$ cat config.mk
export PLATFORM = sky130hd
export DESIGN_NAME = pll_lock_supervisor
export DESIGN_NICKNAME = d
export VERILOG_FILES = /design/src/rtl/pll_lock_supervisor.sv
export SDC_FILE = /design/constraint.sdc
export NUM_CORES = 1
export LEC_CHECK = 0
export CAP_MARGIN = 5
export CORE_MARGIN = 3
export CORE_UTILIZATION = 55
export CTS_CLUSTER_SIZE = 25
export DETAILED_ROUTE_END_ITERATION = 10
export GPL_TIMING_DRIVEN = 0
export MAX_ROUTING_LAYER = met4
export PLACE_DENSITY = 0.77
export SYNTH_ARGS = -nofsm -noshare
export SYNTH_HDL_FRONTEND = slang
export SYNTH_SLANG_ARGS = --single-unit
$ cat constraint.sdc
create_clock -name clk -period 6.9 [get_ports clk]
set_clock_uncertainty 0.2 [all_clocks]
set_input_delay 1.38 -clock clk [delete_from_list [all_inputs] [get_ports clk]]
set_output_delay 1.38 -clock clk [all_outputs]
set_load 0.1 [all_outputs]
$ cat src/rtl/pll_lock_supervisor.sv
// PLL bring-up / lock supervisor on the reference clock domain.
// Sequences PLL reset, qualifies lock, releases system reset, and retries or faults.
module pll_lock_supervisor #(
  parameter int PLL_RST_CYCLES = 24,
  parameter int LOCK_TIMEOUT   = 24000,
  parameter int STABLE_CYCLES  = 2400,
  parameter int MAX_RETRIES    = 7
) (
  input  logic       clk,
  input  logic       rst_n,
  input  logic       extlock,
  input  logic       restart,
  output logic       pll_reset,
  output logic       sys_rst_n,
  output logic       locked,
  output logic       fault,
  output logic [2:0] state,
  output logic [7:0] relock_count
);

  localparam int CNT_MAX0 = (PLL_RST_CYCLES > LOCK_TIMEOUT) ? PLL_RST_CYCLES : LOCK_TIMEOUT;
  localparam int CNT_MAX  = (CNT_MAX0 > STABLE_CYCLES) ? CNT_MAX0 : STABLE_CYCLES;
  localparam int CNT_W    = (CNT_MAX > 1) ? $clog2(CNT_MAX) : 1;

  localparam logic [CNT_W-1:0] RST_LAST = CNT_W'(PLL_RST_CYCLES - 1);
  localparam logic [CNT_W-1:0] TMO_LAST = CNT_W'(LOCK_TIMEOUT - 1);
  localparam logic [CNT_W-1:0] STB_LAST = CNT_W'(STABLE_CYCLES - 1);
  localparam logic [3:0]       RETRY_MAX = 4'(MAX_RETRIES);

  typedef enum logic [2:0] {
    ST_PLLRST = 3'd0,
    ST_WAIT   = 3'd1,
    ST_STABLE = 3'd2,
    ST_RUN    = 3'd3,
    ST_FAULT  = 3'd4
  } state_e;

  state_e           state_q, state_d;
  logic [CNT_W-1:0] cnt_q, cnt_d;
  logic [3:0]       retry_q, retry_d, retry_inc;
  logic [7:0]       relock_q, relock_d;
  logic             sync_q, lock_s;

  // extlock is the only asynchronous input; two flops before anything looks at it
  always_ff @(posedge clk or negedge rst_n) begin
    if (!rst_n) begin
      sync_q <= 1'b0;
      lock_s <= 1'b0;
    end else begin
      sync_q <= extlock;
      lock_s <= sync_q;
    end
  end

  always_comb begin
    state_d   = state_q;
    retry_d   = retry_q;
    relock_d  = relock_q;
    retry_inc = retry_q + 4'd1;
    if (restart) begin
      state_d = ST_PLLRST;
      retry_d = '0;
    end else begin
      case (state_q)
        ST_PLLRST: if (cnt_q == RST_LAST) state_d = ST_WAIT;
        ST_WAIT: begin
          if (lock_s) begin
            state_d = ST_STABLE;
          end else if (cnt_q == TMO_LAST) begin
            retry_d = retry_inc;
            state_d = (retry_inc == RETRY_MAX) ? ST_FAULT : ST_PLLRST;
          end
        end
        // a dropout while qualifying falls back to WAIT without costing a retry
        ST_STABLE: begin
          if (!lock_s) begin
            state_d = ST_WAIT;
          end else if (cnt_q == STB_LAST) begin
            state_d = ST_RUN;
            retry_d = '0;
          end
        end
        ST_RUN: begin
          if (!lock_s) begin
            state_d = ST_PLLRST;
            if (relock_q != 8'hFF) relock_d = relock_q + 8'd1;
          end
        end
        ST_FAULT: state_d = ST_FAULT;
        default:  state_d = ST_PLLRST;
      endcase
    end

    // RUN and FAULT hold the counter so it can never wrap while parked there
    if (restart || (state_d != state_q)) begin
      cnt_d = '0;
    end else if (state_q == ST_PLLRST || state_q == ST_WAIT || state_q == ST_STABLE) begin
      cnt_d = cnt_q + CNT_W'(1);
    end else begin
      cnt_d = cnt_q;
    end
  end

  always_ff @(posedge clk or negedge rst_n) begin
    if (!rst_n) begin
      state_q   <= ST_PLLRST;
      cnt_q     <= '0;
      retry_q   <= '0;
      relock_q  <= '0;
      pll_reset <= 1'b1;
      sys_rst_n <= 1'b0;
      locked    <= 1'b0;
      fault     <= 1'b0;
    end else begin
      state_q   <= state_d;
      cnt_q     <= cnt_d;
      retry_q   <= retry_d;
      relock_q  <= relock_d;
      // outputs decoded from the next state so they move on the same edge as state
      pll_reset <= (state_d == ST_PLLRST) || (state_d == ST_FAULT);
      sys_rst_n <= (state_d == ST_RUN);
      locked    <= (state_d == ST_RUN);
      fault     <= (state_d == ST_FAULT);
    end
  end

  assign state        = state_q;
  assign relock_count = relock_q;

endmodule

# Word level (Yosys, flattened, before mapping)
# Index checks and enable logic that the tools add are counted.
# word_totals
elab_cells,57
in_bits,4
ff_bits,35
# classes
n_reduce_logical,10
n_bitwise,2
muxes,17
eq_ne,16
add_sub_neg,3
# op_table
operator,count
15-bit 2-to-1 mux,2
3-bit 2-to-1 mux,8
4-bit 2-to-1 mux,5
"15-bit by 1-bit adder with 15-bit output, second input constant",1
"15-bit by 12-bit equality test with 1-bit output, second input constant",1
"15-bit equality test, second input constant",1
"15-bit by 5-bit equality test with 1-bit output, second input constant",1
3-bit case mux with 5 select lines,1
"3-bit != test, second input constant",4
"3-bit by 2-bit equality test with 1-bit output, second input constant",3
"8-bit by 1-bit adder with 8-bit output, second input constant",1
"8-bit != test, second input constant",1
4-bit case mux with 2 select lines,1
"3-bit equality test, second input constant",2
3-bit logical NOT,2
5-bit AND reduction,1
"4-bit by 1-bit adder with 4-bit output, second input constant",1
"4-bit by 3-bit equality test with 1-bit output, second input constant",1
1-bit logical OR,4
4-bit AND reduction,1
"3-bit by 1-bit equality test with 1-bit output, second input constant",1
3-bit != test,1
3-bit nonzero test,1
1-bit inverter,2
2-bit nonzero test,1

# Depth between registers and ports, before layout
# depth
depth_word,10
mapped_depth,8

# Least setup slack after synthesis
# Ideal clock, no wire load.
# synth_timing
kind,register to output
from,"register, netlist name locked"
to,output port sys_rst_n
path_slack_ns,3.996
path_buffers,1
required_ns,5.320
path_stages_with_launch,2
arrival_time_ns,1.324
cell_sequence,dfrtp_1 buf_4
# synth_lines
item,line_no,text
"end, declared",14,"output logic sys_rst_n,"

# Worst setup path after layout
# layout_timing
from,register pll_reset
to,output port pll_reset
# layout_lines
item,line_no,text
"start, declared",13,"output logic pll_reset,"
"start signal, assigned",120,pll_reset <= (state_d == ST_PLLRST) || (state_d == ST_FAULT);
# No word-level cell between the ends.

==> qor.txt <==
Psw = 0.0000822 W
Worst Max-Slew Pin Slew = 983 ps
Syn Inst Count = 189
Synth Register Bits = 35
number of port buffers = 18
Die X = 65.0 um
part of the power in registers = 58.9%
Adder-Cell Fraction of Synth Area = 2.61%
hold path start = sync_q
Resized cells post-CTS = 0
Final setup viols = 0
clock power share = 35.9%
share of layout cells above drive strength 1 = 10.2%
CORE AREA = 3180 um2
Overflow after GRT = 0
initial antenna violation count = 0
Synth Area in XOR/XNOR = 10.1%
synth cell count leaders = 34 x dfrtp_1, 16 x a21oi_1, 15 x xnor2_1, 14 x nand2_1, 11 x nand4_1
pwr dens = 161 nW/um2
WP data arrival = 1990 ps
largest family of logic cells by synthesized area = simple AND/OR/NAND/NOR gates
antenna viol nets, final = 0
simple-gate portion of the synthesized area = 24.3%
sequential share of the synthesized area = 45.8%
RSZ-0062 raised after global routing = no
unique cell type count in the Yosys netlist = 53
area delta synth->final = 15.6%
H-Tree Depth = 2
Crit Path Max Fanout = 1
Hold Crit Class = reg2reg
Final Max Slew Viols = 0
clk root buf = clkbuf_4
outcome = complete, no violations
internal power = 0.000274 W
slowest stage cell, crit path = clkdlybuf4s50_1
Antenna Cells = 0
area of the mapped netlist = 1910 um2
Die H = 65.0 um
cts hold-fix bufs = 0
syn nets = 197
FP Rows = 20
Crit Reg-Reg Startpoint = cnt_q[0]
top post-synthesis cells by area = dfrtp_1 44%, xnor2_1 6.9%, a21oi_1 4.2%
CTS tree = done
drt via density = 6.07
Comb pwr share = 5.2%
Yosys top cell by area = dfrtp_1
CP Launch Point = pll_reset
num ports = 19
critical-path cell list = clkdlybuf4s50_1
vias in the first global route = 1560
cell family with most CP delay = buffers and inverters
die area = 4220 um2
Final Cycle Share = 51.8%
YS warnings = 0
Final min period = 3570 ps
DRT Wirelength = 3970 um
number of fillers in the final layout = 271
Post-DP Area = 2140 um2
Synth Flop Type = dfrtp_1
drt pass-1 iters = 4
Final Hold Viols = 0
maximum clock frequency = 280 MHz
Worst slew margin = 34.2%
pin count of the biggest net entering global routing = 36
Initial Util = 60.2%
Net Sw Frac = 23.1%
clock transition at the registers of the reported paths = 110 ps
Power, Total = 0.000356 W
Total Routing Usage GR = 22.0%
R2R setup slack = 4130 ps
Max-Cap Viols = 0
worst vdd ir = 0.129 mV
Avg WL per Cell = 15.3 um
# Post-CTS Setup Buffers = 0
Via Count = 1573
CTS Sinks = 35
share of synthesized area spent on multiplexers = 1.05%
post-synth top area share = 44.4%
number of synthesized flops with an enable pin = 0
global-route wire length before repair = 6910 um
1st-iter DRT viols = 84
CP peak stage delay = 1120 ps
Bufs on Longest Clock Path = 2
setup tns final = 0 ps
most common cell in the netlist = dfrtp_1
Leakage = 0.907 nW
CP required = 5320 ps
asr flop ratio synth = 100%
CP bufs+invs = 1
GPL Wtd Cong = 0.917
hpwl dp = 2900 um
final net count = 222
CP endpoint kind = output port
crit path launch type = flip-flop
Synth Area in Compound Gates = 12.9%
CTS buffer count = 5
post-route cell area = 2210 um2
DRC = 0
Clock Latency Late Sink = 340 ps
CP Class = reg2out
Avg Synthesized Cell Area = 10.1 um2
[metrics by stage]
stage,hold slack (ps),std cells,utilization (%),setup WS (ps)
detailed placement,139,251,67.5,3430
CTS,162,259,69.6,3310
finish,159,259,69.6,3330
floorplan,131,189,-,4000
global placement,136,251,67.6,3550
global route,168,259,69.6,3260
[logic make-up after synthesis]
kind of cell / count (synthesis)
and+or+nand+nor: 80
AOI/OAI and AO/OA: 35
DFF: 35
xor gates and xnor gates: 22
buffers and inverters: 11
adders and majority gates: 4
muxes: 2
[power groups by stage]
| stage | Sequential, W | Clock [W] | Combinational [W] |
|---|---|---|---|
| floorplan | 0.000214 | 0 | 0.00000953 |
| global placement | 0.000213 | 0 | 0.0000182 |
| detailed placement | 0.000213 | 0 | 0.0000188 |
| CTS | 0.000209 | 0.000131 | 0.0000189 |
| global route | 0.000210 | 0.000142 | 0.0000212 |
| finish | 0.000210 | 0.000128 | 0.0000186 |
[sequential cells by signal (all words and copies together) (netlist names)]
register	flops
locked	1
fault	1
pll_reset	1
state	3
cnt_q	15
sync_q	1
retry_q	4
relock_count	8
lock_s	1
[layer usage]
layer  GRT usage [%]  part of all wire, %  vias up
met4            7.92                  1.3        0
met5               -                    0        -
met3            6.93                  6.0        6
li1                -                    -      743
met2            34.9                   48       44
met1            26.4                   44      780
[path summary, 6_finish.rpt]
kind	cells past startpoint	end
worst max register to register	7	cnt_q[3]
max in group asynchronous	1	relock_count[4]
worst min register to register	0	lock_s
worst max-delay path	1	pll_reset
worst min-delay path	0	lock_s
min in group asynchronous	1	state[1]
[cell usage in the layout, fill, tap and decap left out, types with 4 or more instances in the layout]
| cell | count |
|---|---|
| a21oi_1 | 16 |
| clkbuf_1 | 5 |
| clkbuf_4 | 5 |
| clkdlybuf4s50_1 | 17 |
| dfrtp_1 | 34 |
| ha_1 | 4 |
| nand2_1 | 14 |
| nand3_1 | 9 |
| nand4_1 | 11 |
| nor2_1 | 10 |
| nor3_1 | 4 |
| nor4_1 | 5 |
| xnor2_1 | 15 |
| xor2_1 | 7 |
[cell type report]
cell class | instances | area, um2 | share of cell area (%)
well taps | 44 | 55.1 | 2.49
clock buffers | 8 | 68.8 | 3.11
inverters | 3 | 11.3 | 0.509
plain buffers | 8 | 50.0 | 2.26
multi-input cells | 143 | 976 | 44.1
flip-flops and latches | 35 | 877 | 39.6
repair buffers | 18 | 175 | 7.91
No activity file was read; power rests on OpenSTA's default activity.
